[src/rtl/regfile_write_arbiter.sv]
// Arbitrates NUM_REQ writers onto one register-file write port and owns a register clear sweep.
// Build option: define RF_ARB_FIXED_PRIO_EN for fixed priority (requester 0 highest) instead of round-robin.
module regfile_write_arbiter #(
  parameter int NUM_REQ  = 3,
  parameter int DATA_W   = 8,
  parameter int ADDR_W   = 4,
  parameter int NUM_REGS = 16
) (
  input  logic                      clk,
  input  logic                      reset,
  input  logic [NUM_REQ-1:0]        req_valid,
  input  logic [NUM_REQ*ADDR_W-1:0] req_addr,
  input  logic [NUM_REQ*DATA_W-1:0] req_data,
  output logic [NUM_REQ-1:0]        req_ready,
  input  logic                      clear_start,
  output logic                      clear_busy,
  output logic                      clear_done,
  output logic [ADDR_W-1:0]         rf_write_addr,
  output logic [DATA_W-1:0]         rf_write_data,
  output logic                      rf_write_enable
);

  localparam int PTR_W = (NUM_REQ > 1) ? $clog2(NUM_REQ) : 1;

  typedef enum logic {IDLE, CLEAR} state_t;

  state_t              state_q, state_d;
  logic [ADDR_W-1:0]   clr_cnt_q, clr_cnt_d;
  logic [ADDR_W-1:0]   waddr_q, waddr_d;
  logic [DATA_W-1:0]   wdata_q, wdata_d;
  logic                wen_q, wen_d;
  logic                done_q, done_d;
  logic                found;
  logic [PTR_W-1:0]    win;
  logic                grant;

`ifdef RF_ARB_FIXED_PRIO_EN
  always_comb begin
    found = 1'b0;
    win   = '0;
    for (int i = 0; i < NUM_REQ; i++) begin
      if (!found && req_valid[i]) begin
        found = 1'b1;
        win   = PTR_W'(i);
      end
    end
  end
`else
  logic [PTR_W-1:0] rr_ptr_q, rr_ptr_d;
  logic [PTR_W:0]   idx;

  // Search from rr_ptr upward, wrapping; idx is one bit wider so the sum never overflows.
  always_comb begin
    found = 1'b0;
    win   = '0;
    idx   = '0;
    for (int k = 0; k < NUM_REQ; k++) begin
      idx = {1'b0, rr_ptr_q} + (PTR_W+1)'(k);
      if (idx >= (PTR_W+1)'(NUM_REQ)) idx = idx - (PTR_W+1)'(NUM_REQ);
      if (!found && req_valid[idx[PTR_W-1:0]]) begin
        found = 1'b1;
        win   = idx[PTR_W-1:0];
      end
    end
  end
`endif

  assign grant     = !reset && (state_q == IDLE) && !clear_start && found;
  assign req_ready = grant ? (NUM_REQ'(1) << win) : '0;

  always_comb begin
    state_d   = state_q;
    clr_cnt_d = clr_cnt_q;
    waddr_d   = waddr_q;
    wdata_d   = wdata_q;
    wen_d     = 1'b0;
    done_d    = 1'b0;
`ifndef RF_ARB_FIXED_PRIO_EN
    rr_ptr_d  = rr_ptr_q;
`endif
    case (state_q)
      IDLE: begin
        if (clear_start) begin
          state_d   = CLEAR;
          clr_cnt_d = '0;
        end else if (found) begin
          waddr_d = req_addr[int'(win)*ADDR_W +: ADDR_W];
          wdata_d = req_data[int'(win)*DATA_W +: DATA_W];
          wen_d   = 1'b1;
`ifndef RF_ARB_FIXED_PRIO_EN
          rr_ptr_d = (win == PTR_W'(NUM_REQ-1)) ? '0 : win + PTR_W'(1);
`endif
        end
      end
      CLEAR: begin
        waddr_d = clr_cnt_q;
        wdata_d = '0;
        wen_d   = 1'b1;
        if (clr_cnt_q == ADDR_W'(NUM_REGS-1)) begin
          state_d   = IDLE;
          clr_cnt_d = '0;
          done_d    = 1'b1;
        end else begin
          clr_cnt_d = clr_cnt_q + ADDR_W'(1);
        end
      end
      default: state_d = IDLE;
    endcase
  end

  always_ff @(posedge clk) begin
    if (reset) begin
      state_q   <= IDLE;
      clr_cnt_q <= '0;
      waddr_q   <= '0;
      wdata_q   <= '0;
      wen_q     <= 1'b0;
      done_q    <= 1'b0;
`ifndef RF_ARB_FIXED_PRIO_EN
      rr_ptr_q  <= '0;
`endif
    end else begin
      state_q   <= state_d;
      clr_cnt_q <= clr_cnt_d;
      waddr_q   <= waddr_d;
      wdata_q   <= wdata_d;
      wen_q     <= wen_d;
      done_q    <= done_d;
`ifndef RF_ARB_FIXED_PRIO_EN
      rr_ptr_q  <= rr_ptr_d;
`endif
    end
  end

  assign clear_busy      = (state_q == CLEAR);
  assign clear_done      = done_q;
  assign rf_write_addr   = waddr_q;
  assign rf_write_data   = wdata_q;
  assign rf_write_enable = wen_q;

endmodule

[config.mk]
export PLATFORM = sky130hd
export DESIGN_NAME = regfile_write_arbiter
export DESIGN_NICKNAME = d
export VERILOG_FILES = /design/src/rtl/regfile_write_arbiter.sv
export SDC_FILE = /design/constraint.sdc
export NUM_CORES = 1
export LEC_CHECK = 0
export ABC_AREA = 1
export CORE_MARGIN = 2
export CORE_UTILIZATION = 44
export CTS_CLUSTER_DIAMETER = 120
export DETAILED_ROUTE_END_ITERATION = 8
export PLACE_DENSITY = 0.82
export SETUP_SLACK_MARGIN = 0.5
export SKIP_CTS_REPAIR_TIMING = 1
export SYNTH_ARGS = -nofsm -noshare
export SYNTH_HDL_FRONTEND = slang
export SYNTH_SLANG_ARGS = --single-unit
[constraint.sdc]
create_clock -name clk -period 2.7 [get_ports clk]
set_clock_uncertainty 0.1 [all_clocks]
set_input_delay 0.27 -clock clk [delete_from_list [all_inputs] [get_ports clk]]
set_output_delay 0.27 -clock clk [all_outputs]
set_load 0.1 [all_outputs]
==> run metrics <==
status=finished, final reports clean; Crit. End Element=primary output; GR Util met1=25.57%; clock sink count=21; first-pass GRT wire length=6.886 mm; pins over their slew limit=0; crit share post-route=92.63%; layout cells sized above 1=34.88%; nets=329; DRT Wirelength=4.479 mm; TNS Setup=0 ps; CP Cell Sequence=inv_2 > ha_4 > inv_4 > nand2_2 > nand3_2 > nand2_4 > inv_2 > nand2_1 > nand3_2 > nand2_4 > inv_4 > nor3_4 > buf_12; Core Rows=21; GRT busiest layer=met2; Hold WS=359.3 ps; 1st-iter DRT viols=160; routing usage on met3=5.382%; RSZ-0062 raised after global routing=true; PortBufs=59; Required @ worst endpoint=2330 ps; Mapped Area=1608 um2; Yosys warnings=0; total gr overflow=0; Final Wtd Congestion=0.8291; post-route minimum period=2501 ps; Final Hold Vio Count=0; register bit total from synthesis=21; synthesized instance count=215; vias in the first global route=1542; leading cell type in the layout, fill and taps excluded=nand2_1; type of origin of the critical path=register; fraction of the yosys area taken by sequential cells=26.15%; CP max-delay cell=dfxtp_2; Crit Path Max Fanout=5; setup ws final=199.0 ps; core region area=3416 um2; CTS tree=yes; Tot GR Track Use=21.00%; initial antenna violation count=0; drt first pass iters=4; Yosys top cell area share=26.15%; GR Layer Usage met2=36.46%; Die Width=64.45 um; largest cells by area after synthesis=dfxtp_1 26%, nand2_1 14%, nand3_2 10%; Worst Tran Pin Value=473.4 ps; max cap viols=0; worst setup path class=register to primary output; CTS buffer count=3; via count=1675; Max H-tree Level=1; Setup Slack @ Placement=278.6 ps; deepest clock path buffer count=2; DIE AREA=4154 um2; crit path DAT=2130 ps; ANT cells=0; Root Buffer Master=clkbuf_4; syn_nets=262; Initial Util=47.07%; Worst Hold Class=register to register; worst relative slew slack=68.32%; pin count of the biggest net entering global routing=25; post-synth cell types=29; cell taking the most area after synthesis=dfxtp_1; Area Growth Syn to Fin=52.06%; Peak Freq=399.8 MHz; mean area per synthesized cell=7.478 um2; # DRC=0; most frequent cells in the layout=53 x nand2_1, 41 x clkdlybuf4s50_1, 26 x buf_4; final setup vio count=0; Chip Height=64.45 um; Vias/cell=5.122; io pins=60; CP peak stage delay=360 ps; DP HPWL=3.233 mm; Worst-Skew Late Latency=310 ps; clock slew at the register clock pins of the worst setup and hold paths=120 ps; Final ANT Viol Nets=0; WL per Instance=13.70 um
-- layout make-up --
| type | count | area (um2) |
|---|---|---|
| Clock buffer | 3 | 22.52 |
| Clock inverter | 1 | 5.005 |
| Fill cell | 267 | 970.9 |
| Multi-Input combinational cell | 166 | 1157 |
| Tap cell | 46 | 57.56 |
| Inverter | 19 | 98.84 |
| Timing Repair Buffer | 71 | 676.9 |
| Sequential cell | 21 | 426.7 |
-- registers in the layout, summed over array words and instances (netlist names) --
name	flops
clr_cnt_q	4
rf_write_addr	4
rr_ptr_q	2
rf_write_enable	1
rf_write_data	8
clear_busy	1
clear_done	1
-- per-layer routing --
layer / vias to the layer above / share of wire [%] / wire, um
met3: 4 / 6.7 / 300
met5: - / 0 / 0
li1: 847 / - / -
met1: 768 / 43 / 1908
met2: 56 / 50 / 2232
met4: 0 / 0.83 / 37
-- cell families (layout without fill, tap and decap cells) --
kind of cell / Yosys count / count (layout) / synth area share, %
xor+xnor: 1 / 1 / 0.5448
flops: 21 / 21 / 26.15
fa+ha+maj: 5 / 5 / 3.891
buf+inv: 28 / 94 / 10.12
simple gates: 143 / 143 / 53.46
compound gates: 17 / 17 / 5.837
-- Yosys cell counts --
cell and count:
nor2_8 1, buf_2 2, clkbuf_1 1, ha_1 5
nand2_1 58, nand2_2 3, nor3_1 2, buf_6 4
nand3_2 16, inv_6 1, inv_1 11, nor2_4 2
nand2_4 13, nor3_2 1, o21ai_0 7, o21ai_2 1
nand3_1 24, o22ai_1 1, nand3_4 1, buf_4 1
buf_12 1, xor2_1 1, a21oi_1 7, nor2_1 9
inv_2 7, dfxtp_1 21, nand4_1 12, a2bb2oi_1 1
nand3b_1 1
-- critical path, delay by kind of cell, from the launching register on --
family                     cells  cell delay [ps]
buffers and inverters          5              480
DFF                            1              360
adders and majority gates      1              200
and+or+nand+nor                7              770
-- final timing paths --
kind | slack (ps) | cells past startpoint | to | start
setup / recovery | 200 | 13 | req_ready[0] | rr_ptr_q[1]
hold / removal | 360 | 2 | rf_write_data[1] | rf_write_data[1]
setup reg to reg | 530 | 13 | rf_write_data[3] | rr_ptr_q[0]
hold reg to reg | 360 | 2 | rf_write_data[1] | rf_write_data[1]
-- through the flow --
step	util [%]	std cells	area, um2
after global routing	71.58	327	2445
after CTS	66.56	319	2273
after detailed placement	65.75	315	2246
after global placement	65.75	315	2246
final	71.58	327	2445
after floorplan	-	215	1662
Power is not shown: default switching activity piles up to over one toggle a cycle in this logic, so the estimate is an artifact.
==> variant (same flow settings) <==
Build with the macro `RF_ARB_FIXED_PRIO_EN` defined.
--- a/src/rtl/regfile_write_arbiter.sv
+++ b/src/rtl/regfile_write_arbiter.sv
@@ -2,2 +2,4 @@
 // Build option: define RF_ARB_FIXED_PRIO_EN for fixed priority (requester 0 highest) instead of round-robin.
+`define RF_ARB_FIXED_PRIO_EN
+
 module regfile_write_arbiter #(
Function: changed (Yosys sat finds a counterexample within 4 cycles, from zero or initial values and one cycle with reset high).
==> variant against the original RTL <==
Synthesized area fell by 32%; highest routed layer unchanged; cell area fell by 30%; global-route usage rose by 0.37 points; sequential cell count fell by 2; routed wire length fell by 34%; setup slack improved by 430 ps; fmax rose by 21%; register-to-register slack improved by 810 ps; critical endpoint unchanged.
Power is left out: it rests on default switching activity, and per cell area and clock period it moved more than threefold.
==> variant: results (changes against the original RTL) <==
run_status:
  outcome: "finished clean"  # unchanged
cts:
  numCtsBuffers: 3  # unchanged
  clk_latency_ps: 280  # was 310 ps
  path_clk_slew_ps: 100  # was 120 ps
  root_buffer: "clkbuf_4"  # unchanged
  clock_path_buffers: 2  # unchanged
  cts.htree.levels: 1  # unchanged
synth:
  synth_async_sr_flop_share_pct: 0  # unchanged
  ys_types: 20  # was 29
  syn_area_per_cell_um2: 6.35  # was 7.48 µm²
  synth_xor_area_share_pct: 0  # was 0.545%
  syn-num-nets: 216  # was 262
  synth_compound_area_share_pct: 4.78  # was 5.84%
  ys_warn_count: 0  # unchanged
  synthTopCellsByArea: "dfxtp_1 (35%), nand2_1 (22%), nand3_1 (15%)"  # was dfxtp_1 (26%), nand2_1 (14%), nand3_2 (10%)
  synthTopCellsByCount: "nand2_1 (63), nand3_1 (32), dfxtp_1 (19)"  # was nand2_1 (58), nand3_1 (24), dfxtp_1 (21)
  yosysSeqAreaShare_pct: 34.6  # was 26.1%
  synthAdderAreaFrac_pct: 1.14  # was 3.89%
critical_path:
  crit_fanout: 16  # was 5
  timing.reg2reg.worst_path_depth: 6  # was 13
  crit_family: "buffers and inverters"  # was simple AND/OR/NAND/NOR gates
  arrival_ps: 1700  # was 2130 ps
  r2r-start: "clr_cnt_q[0]$_SDFFE_PP0P_"  # was rr_ptr_q[0]$_SDFFE_PP0P_
  slowest_stage: "clkdlybuf4s50_1"  # was dfxtp_2
  max_stage_delay_ps: 490  # was 360 ps
  crit_start: "req_valid[0]"  # was rr_ptr_q[1]$_SDFFE_PP0P_
  rr_endpoint: "clr_cnt_q[0]$_SDFFE_PP0P_"  # was rf_write_data[3]$_SDFFE_PP0P_
  reg2reg_slack_ps: 1340  # was 530 ps
global_routing:
  antenna_found_initial: 0  # unchanged
  grt_pass1_vias: 1121  # was 1542
  grt_max_degree: 26  # was 25
  track_usage_pct: 21.4  # was 21.0%
  grt_pass1_wl_mm: 4.60  # was 6.89 mm
placement:
  gp_congestion: 0.759  # was 0.829
  hpwl_mm: 2.42  # was 3.23 mm
  portBuffers: 59  # unchanged
  pre_cts_ws_ps: 622  # was 279 ps
sta:
  holdWs_ps: 373  # was 359 ps
  fin_ws_ps: 627  # was 199 ps
  relSlewSlack_pct: 64.7  # was 68.3%
final_layout:
  final_cell_area_mm2: 0.00172  # was 0.00244 mm²
  largest_register_ffs: 8  # unchanged
  final_cells: 260  # was 327
  fill_cells: 211  # was 267
  antennaDiodeCount: 0  # unchanged
  layout-drive-gt1-share_pct: 16.5  # was 34.9%
  final_nets: 274  # was 329
worst_hold_path:
  min-delay-start: "rf_write_data[5]$_SDFFE_PP0P_"  # was rf_write_data[1]$_SDFFE_PP0P_
  holdPathEnd: "rf_write_data[5]$_SDFFE_PP0P_"  # was rf_write_data[1]$_SDFFE_PP0P_
  hp-class: "reg -> reg"  # unchanged
route:
  first_iter_violations: 22  # was 160
  wire_per_inst_um: 11.4  # was 13.7 µm
  viasPerCell: 4.86  # was 5.12
-- variant: cell types whose count changed in the layout (fill, tap and decap cells not counted), sizes merged, moves of 2 or more --
cell   delta
buf      -11
nand4    -11
nand2     -9
or2       +9
nand3     -8
inv       -5
o21ai     -5
ha        -4
dfxtp     -2
-- variant: layer usage --
metal | routed length [µm] | GRT usage [%]
met3 | 186 | 5.56
met2 | 1400 | 36.2
met5 | 0 | 0
met4 | 41 | 7.26
met1 | 1340 | 25.9
-- variant: kinds of logic after synthesis --
logic type,after synthesis
AOI/OAI and AO/OA,10
and+or+nand+nor,123
buffers and inverters,20
DFF,19
adders and majority gates,1
-- variant: area by class of cell --
| type | count | share of cell area, % |
|---|---|---|
| repair buffers | 60 | 34.4 |
| clock inverters | 1 | 0.291 |
| clock buffers | 3 | 1.31 |
| well taps | 30 | 2.18 |
| inverters | 13 | 2.84 |
| multi-input cells | 134 | 36.8 |
| flip-flops and latches | 19 | 22.2 |
